$ cat src/rtl/wb_serial_responder.sv
// -----------------------------------------------------------------------------
// wb_serial_responder
//
// Wishbone target with a four-register window (CMD, TX, RX, STATUS) and a
// byte-wide, MSB-first serial shift engine. Every strobed cycle is acked one
// cycle later for exactly one cycle. A CMD write with bit0=1 loads the shifter
// from TX and runs one 8-bit transfer, during which WB_BUSY_O is high. The
// byte clocked in on SER_DI_I lands in RX, and the sticky DONE flag is set.
//
// Ports
//   CLK_IN     : system clock, rising edge
//   RESET_IN   : asynchronous active-high reset
//   WB_ADR_I   : register select (0 CMD, 1 TX, 2 RX, 3 STATUS)
//   WB_DAT_I   : write data
//   WB_DAT_O   : read data, non-zero only while WB_ACK_O=1
//   WB_WE_I    : 1 = write, 0 = read
//   WB_STB_I   : strobe
//   WB_CYC_I   : cycle
//   WB_ACK_O   : single-cycle acknowledge
//   WB_BUSY_O  : serial transfer in progress
//   SER_CLK_O  : serial clock, idles low
//   SER_DO_O   : serial data out, MSB first
//   SER_DI_I   : serial data in, sampled on SER_CLK_O rising
// -----------------------------------------------------------------------------
module wb_serial_responder #(
    parameter int CLK_DIV = 4,
    parameter int DATA_W  = 8
) (
    input  logic              CLK_IN,
    input  logic              RESET_IN,
    input  logic [1:0]        WB_ADR_I,
    input  logic [DATA_W-1:0] WB_DAT_I,
    output logic [DATA_W-1:0] WB_DAT_O,
    input  logic              WB_WE_I,
    input  logic              WB_STB_I,
    input  logic              WB_CYC_I,
    output logic              WB_ACK_O,
    output logic              WB_BUSY_O,
    output logic              SER_CLK_O,
    output logic              SER_DO_O,
    input  logic              SER_DI_I
);

    typedef enum logic [2:0] {
        ST_IDLE = 3'd0,
        ST_LOAD = 3'd1,
        ST_LOW  = 3'd2,
        ST_HIGH = 3'd3,
        ST_DONE = 3'd4
    } state_t;

    localparam logic [7:0] DIV_RELOAD = 8'(CLK_DIV - 1);

    state_t     state_q, state_d;
    logic       ack_q, ack_d;
    logic [7:0] rdata_q, rdata_d;
    logic [7:0] tx_q, tx_d;
    logic [7:0] rx_q, rx_d;
    logic [7:0] shift_q, shift_d;
    logic       done_q, done_d;
    logic       err_q, err_d;
    logic       start_q, start_d;
    logic [7:0] div_q, div_d;
    logic [2:0] bit_q, bit_d;
    logic       sclk_q, sclk_d;
    logic       sdo_q, sdo_d;

    logic       access;
    logic       engine_busy;
    logic       done_set;
    logic       err_set;
    logic [1:0] status_clr;

    assign WB_ACK_O  = ack_q;
    assign WB_DAT_O  = DATA_W'(rdata_q);
    assign WB_BUSY_O = (state_q != ST_IDLE);
    assign SER_CLK_O = sclk_q;
    assign SER_DO_O  = sdo_q;

    always_comb begin
        state_d    = state_q;
        rdata_d    = '0;
        tx_d       = tx_q;
        rx_d       = rx_q;
        shift_d    = shift_q;
        start_d    = 1'b0;
        div_d      = div_q;
        bit_d      = bit_q;
        sclk_d     = sclk_q;
        sdo_d      = sdo_q;
        done_set   = 1'b0;
        err_set    = 1'b0;
        status_clr = 2'b00;

        // A new access is only recognised when no ack is outstanding, so a
        // held strobe is acked on alternate cycles.
        access  = WB_STB_I & WB_CYC_I & ~ack_q;
        ack_d   = access;

        // start_q covers the ack cycle of a start, before the engine leaves IDLE.
        engine_busy = (state_q != ST_IDLE) | start_q;

        // Read data is taken from the pre-edge register contents.
        if (access && !WB_WE_I) begin
            case (WB_ADR_I)
                2'd0: rdata_d = 8'h00;
                2'd1: rdata_d = tx_q;
                2'd2: rdata_d = rx_q;
                2'd3: rdata_d = {5'b0, WB_BUSY_O, err_q, done_q};
            endcase
        end

        if (access && WB_WE_I) begin
            case (WB_ADR_I)
                2'd0: begin
                    if (WB_DAT_I[0]) begin
                        if (engine_busy) begin
                            err_set = 1'b1;
                        end else begin
                            start_d = 1'b1;
                            shift_d = tx_q;
                        end
                    end
                end
                2'd1: if (!engine_busy) tx_d = WB_DAT_I[7:0];
                2'd3: status_clr = WB_DAT_I[1:0];
                default: ;
            endcase
        end

        unique case (state_q)
            ST_IDLE: begin
                if (start_q) begin
                    state_d = ST_LOAD;
                    bit_d   = 3'd7;
                    sdo_d   = shift_q[7];
                end
            end
            ST_LOAD: begin
                state_d = ST_LOW;
                div_d   = DIV_RELOAD;
                sclk_d  = 1'b0;
                sdo_d   = shift_q[7];
            end
            ST_LOW: begin
                if (div_q == 8'd0) begin
                    // Rising serial clock: capture the input bit into the LSB.
                    state_d = ST_HIGH;
                    div_d   = DIV_RELOAD;
                    sclk_d  = 1'b1;
                    shift_d = {shift_q[6:0], SER_DI_I};
                end else begin
                    div_d = div_q - 8'd1;
                end
            end
            ST_HIGH: begin
                if (div_q == 8'd0) begin
                    sclk_d = 1'b0;
                    if (bit_q == 3'd0) begin
                        state_d  = ST_DONE;
                        sdo_d    = 1'b0;
                        rx_d     = shift_q;
                        done_set = 1'b1;
                    end else begin
                        state_d = ST_LOW;
                        bit_d   = bit_q - 3'd1;
                        div_d   = DIV_RELOAD;
                        sdo_d   = shift_q[7];
                    end
                end else begin
                    div_d = div_q - 8'd1;
                end
            end
            ST_DONE: state_d = ST_IDLE;
            default: state_d = ST_IDLE;
        endcase

        // Setting a sticky flag takes priority over a same-edge clear.
        done_d = (done_q & ~status_clr[0]) | done_set;
        err_d  = (err_q  & ~status_clr[1]) | err_set;
    end

    always_ff @(posedge CLK_IN or posedge RESET_IN) begin
        if (RESET_IN) begin
            state_q <= ST_IDLE;
            ack_q   <= 1'b0;
            rdata_q <= 8'h00;
            tx_q    <= 8'h00;
            rx_q    <= 8'h00;
            shift_q <= 8'h00;
            done_q  <= 1'b0;
            err_q   <= 1'b0;
            start_q <= 1'b0;
            div_q   <= 8'h00;
            bit_q   <= 3'd0;
            sclk_q  <= 1'b0;
            sdo_q   <= 1'b0;
        end else begin
            state_q <= state_d;
            ack_q   <= ack_d;
            rdata_q <= rdata_d;
            tx_q    <= tx_d;
            rx_q    <= rx_d;
            shift_q <= shift_d;
            done_q  <= done_d;
            err_q   <= err_d;
            start_q <= start_d;
            div_q   <= div_d;
            bit_q   <= bit_d;
            sclk_q  <= sclk_d;
            sdo_q   <= sdo_d;
        end
    end

endmodule

$ cat config.mk
export PLATFORM = sky130hd
export DESIGN_NAME = wb_serial_responder
export DESIGN_NICKNAME = d
export VERILOG_FILES = /design/src/rtl/wb_serial_responder.sv
export SDC_FILE = /design/constraint.sdc
export NUM_CORES = 1
export LEC_CHECK = 0
export CAP_MARGIN = 20
export CORE_MARGIN = 2
export CORE_UTILIZATION = 45
export CTS_CLUSTER_SIZE = 10
export DETAILED_ROUTE_END_ITERATION = 10
export PLACE_DENSITY = 0.66
export SETUP_SLACK_MARGIN = 0.3
export SYNTH_ARGS = -nofsm -noshare
export SYNTH_HDL_FRONTEND = slang
export SYNTH_SLANG_ARGS = --single-unit
export TNS_END_PERCENT = 20
$ cat constraint.sdc
create_clock -name CLK_IN -period 2.48 [get_ports CLK_IN]
set_input_delay 0.248 -clock CLK_IN [delete_from_list [all_inputs] [get_ports CLK_IN]]
set_output_delay 0.248 -clock CLK_IN [all_outputs]
set_load 0.01 [all_outputs]
==> metrics.cfg <==
[routing]
wl_um = 5450
drc = 0
vias = 1959
drt_pass1_iterations = 5
viasPerCell = 5.74
wl_per_cell_um = 16.0
antenna_left = 0
first_iter_violations = 88

[global_routing]
use_met1 = 0.244
grt-busiest-layer = met2
grt_pass1_vias = 1945
grt_antenna_before_repair = 0
grt_use_met3 = 0.0427
grtUsageMet2 = 0.298
grt_overflow = 0
grt_pass1_wl_um = 9190
grt_max_degree = 38
grt_usage = 0.182

[run]
cap_violations = 0

[timing]
setup_viol = 0
period_needed_ps = 2130
setup_slack_ps = 346
relSlewSlack = 0.538
rsz0062_at_grt = true
finalClockSkew_ps = 8.43
hold_viol = 0
timing.final.crit_share = 0.861
setup-tns-final_ps = 0
timing.hold.ws_ps = 222
fmax_mhz = 469
maxSlewViolCount = 0
tightest_slew_ps = 693

[synthesis]
async_flop_share = 1.00
seq_area_frac_synth = 0.500
synth-main-ff-cell = dfrtp_1
ys_types = 55
yosys.area.top_type = dfrtp_1
synth-edff-count = 0
syn-instance-count = 235
synth_top_area_share = 0.500
synth_area_leaders = dfrtp_1 50%, mux2_2 7.4%, mux2i_1 3.5%
synth_seq_cells = 52
syn_area_per_cell_um2 = 11.1
syn_area_um2 = 2600
ys_warn_count = 0
syn-num-nets = 254

[finish]
syn_to_final_growth_pct = 20.3
final_layout_size_suffix_gt1_frac = 0.245
layout.cells.most_common_list = 50 x dfrtp_1, 27 x clkdlybuf4s50_1, 20 x nor2_1
final_nets = 287
layout_commonest_cell = dfrtp_1
antennaDiodeCount = 0
final_cell_area_um2 = 3130

[critical_path]
r2r-start = div_q[1]$_DFFE_PP0P_
worst_setup_path_start_kind = flip-flop
reg2reg_depth = 6
crit_required_ps = 2230
crit_fanout = 11
cp-end-kind = primary output
reg2reg_setup_slack_ps = 360
crit_arrival_ps = 1890
r2r_end = div_q[0]$_DFFE_PP0P_
critPathKind = reg2out

[power]
p_leak_nw = 1.38
power_density_nw_per_um2 = 791
vdd_ir_drop_max_uv = 549
finalPower_mw = 2.48

[placed_design]
placed_area_um2 = 2980
hpwl_um = 3860
portBuffers = 27
dp_slack_ps = 211
gpl.final_weighted_congestion = 0.916

[floorplan]
num_rows = 27
ios = 28
start_util = 0.470
core_um2 = 5540
dieArea_um2 = 6410
die_h_um = 80.1
die_w_um = 80.1

[clock_tree]
cts_made_buffers = 5
cts_root_buf = clkbuf_8
clkSinkCount = 52
holdBufCountCts = 0
htreeDepth = 2
clk_latency_ps = 300
cts_buffer_depth = 2
path_clk_slew_ps = 100
cts_tree = yes

[outcome]
status = completed

[hold_path]
hp-class = in2async

## area by class of cell
type,instances,area (um2)
fill,480,2410
sequential,52,1300
multi-input combinational,161,1230
timing repair buffer,40,382
tap,72,90.1
clock buffer,5,68.8
inverter,8,30.0
clock inverter,3,22.5
## Yosys cell counts (all sizes together) (2+ instances only)
master and instances:
a2111oi 3, a21oi 16, a22oi 9, a31oi 4, and4b 2, buf 7, clkbuf 7, dfrtp 52
ha 3, inv 8, mux2 21, mux2i 9, nand2 11, nand2b 3, nand3 3, nand4 2
nor2 23, nor2b 3, nor3 5, nor4 4, nor4b 2, o21ai 5, o21ba 2, o21bai 2
o31ai 2, o32ai 5, or2 2, or3 4, or4 2, or4b 2
## repair_timing
item                       in CTS  in global routing
pin swaps                       0                  1
setup endpoints to repair      15                 21
resized for setup               3                  7
setup buffers                   0                  3
hold endpoints to repair        0                  0
## where the power goes
group / switching (mW) / internal [mW] / leakage (nW)
logic: 0.290 / 0.381 / 0.694
registers: 0.262 / 1.05 / 0.638
clock network: 0.294 / 0.203 / 0.0485
## how the worst max path moves through the flow
stage                                       from              endpoint  slack [ps]  cells past startpoint
after global routing        div_q[1]$_DFFE_PP0P_   rx_q[4]$_DFFE_PP0P_         240                      7
after CTS                 state_q[0]$_DFFE_PP0P_             WB_BUSY_O         290                      3
after global placement      div_q[0]$_DFFE_PP0P_  shift_q[4]$_DFF_PP0_         300                      7
after floorplan             div_q[0]$_DFFE_PP0P_  shift_q[5]$_DFF_PP0_         400                      8
final                     state_q[0]$_DFFE_PP0P_             WB_BUSY_O         350                      3
after detailed placement    div_q[0]$_DFFE_PP0P_  bit_q[1]$_DFFE_PP0P_         210                      6
## flip-flops by register name (all words and copies together), names as in the netlist
name and count:
div_q 8, SER_DO_O 1, bit_q 3, done_q 1
WB_DAT_O 8, err_q 1, tx_q 8, rx_q 8
WB_ACK_O 1, state_q 3, SER_CLK_O 1, shift_q 8
start_q 1
## per-stage QoR
stage                     cells   util
after global placement      330  0.539
after detailed placement    330  0.539
after floorplan             235      -
after CTS                   338  0.557
after global routing        341  0.565
final                       341  0.565
## routing by layer
| metal | share of wire | routed length, um |
|---|---|---|
| met2 | 0.50 | 2700 |
| met5 | 0 | 0 |
| met3 | 0.045 | 247 |
| met4 | 0.0028 | 15 |
| met1 | 0.46 | 2480 |
## worst max-delay path: stages (launching register included)
cell and delay (ps):
dfrtp_2 490, buf_4 180, or3_1 410, clkdlybuf4s50_1 510
## logic make-up (layout without fill, tap and decap cells)
| kind of cell | Yosys count | in the layout | synth area share |
|---|---|---|---|
| flops | 52 | 52 | 0.500 |
| mux | 30 | 30 | 0.125 |
| buf+inv | 22 | 56 | 0.0370 |
| compound gates | 55 | 55 | 0.158 |
| fa+ha+maj | 3 | 3 | 0.0144 |
| simple gates | 73 | 73 | 0.165 |
(Power assumes the default switching activity.)
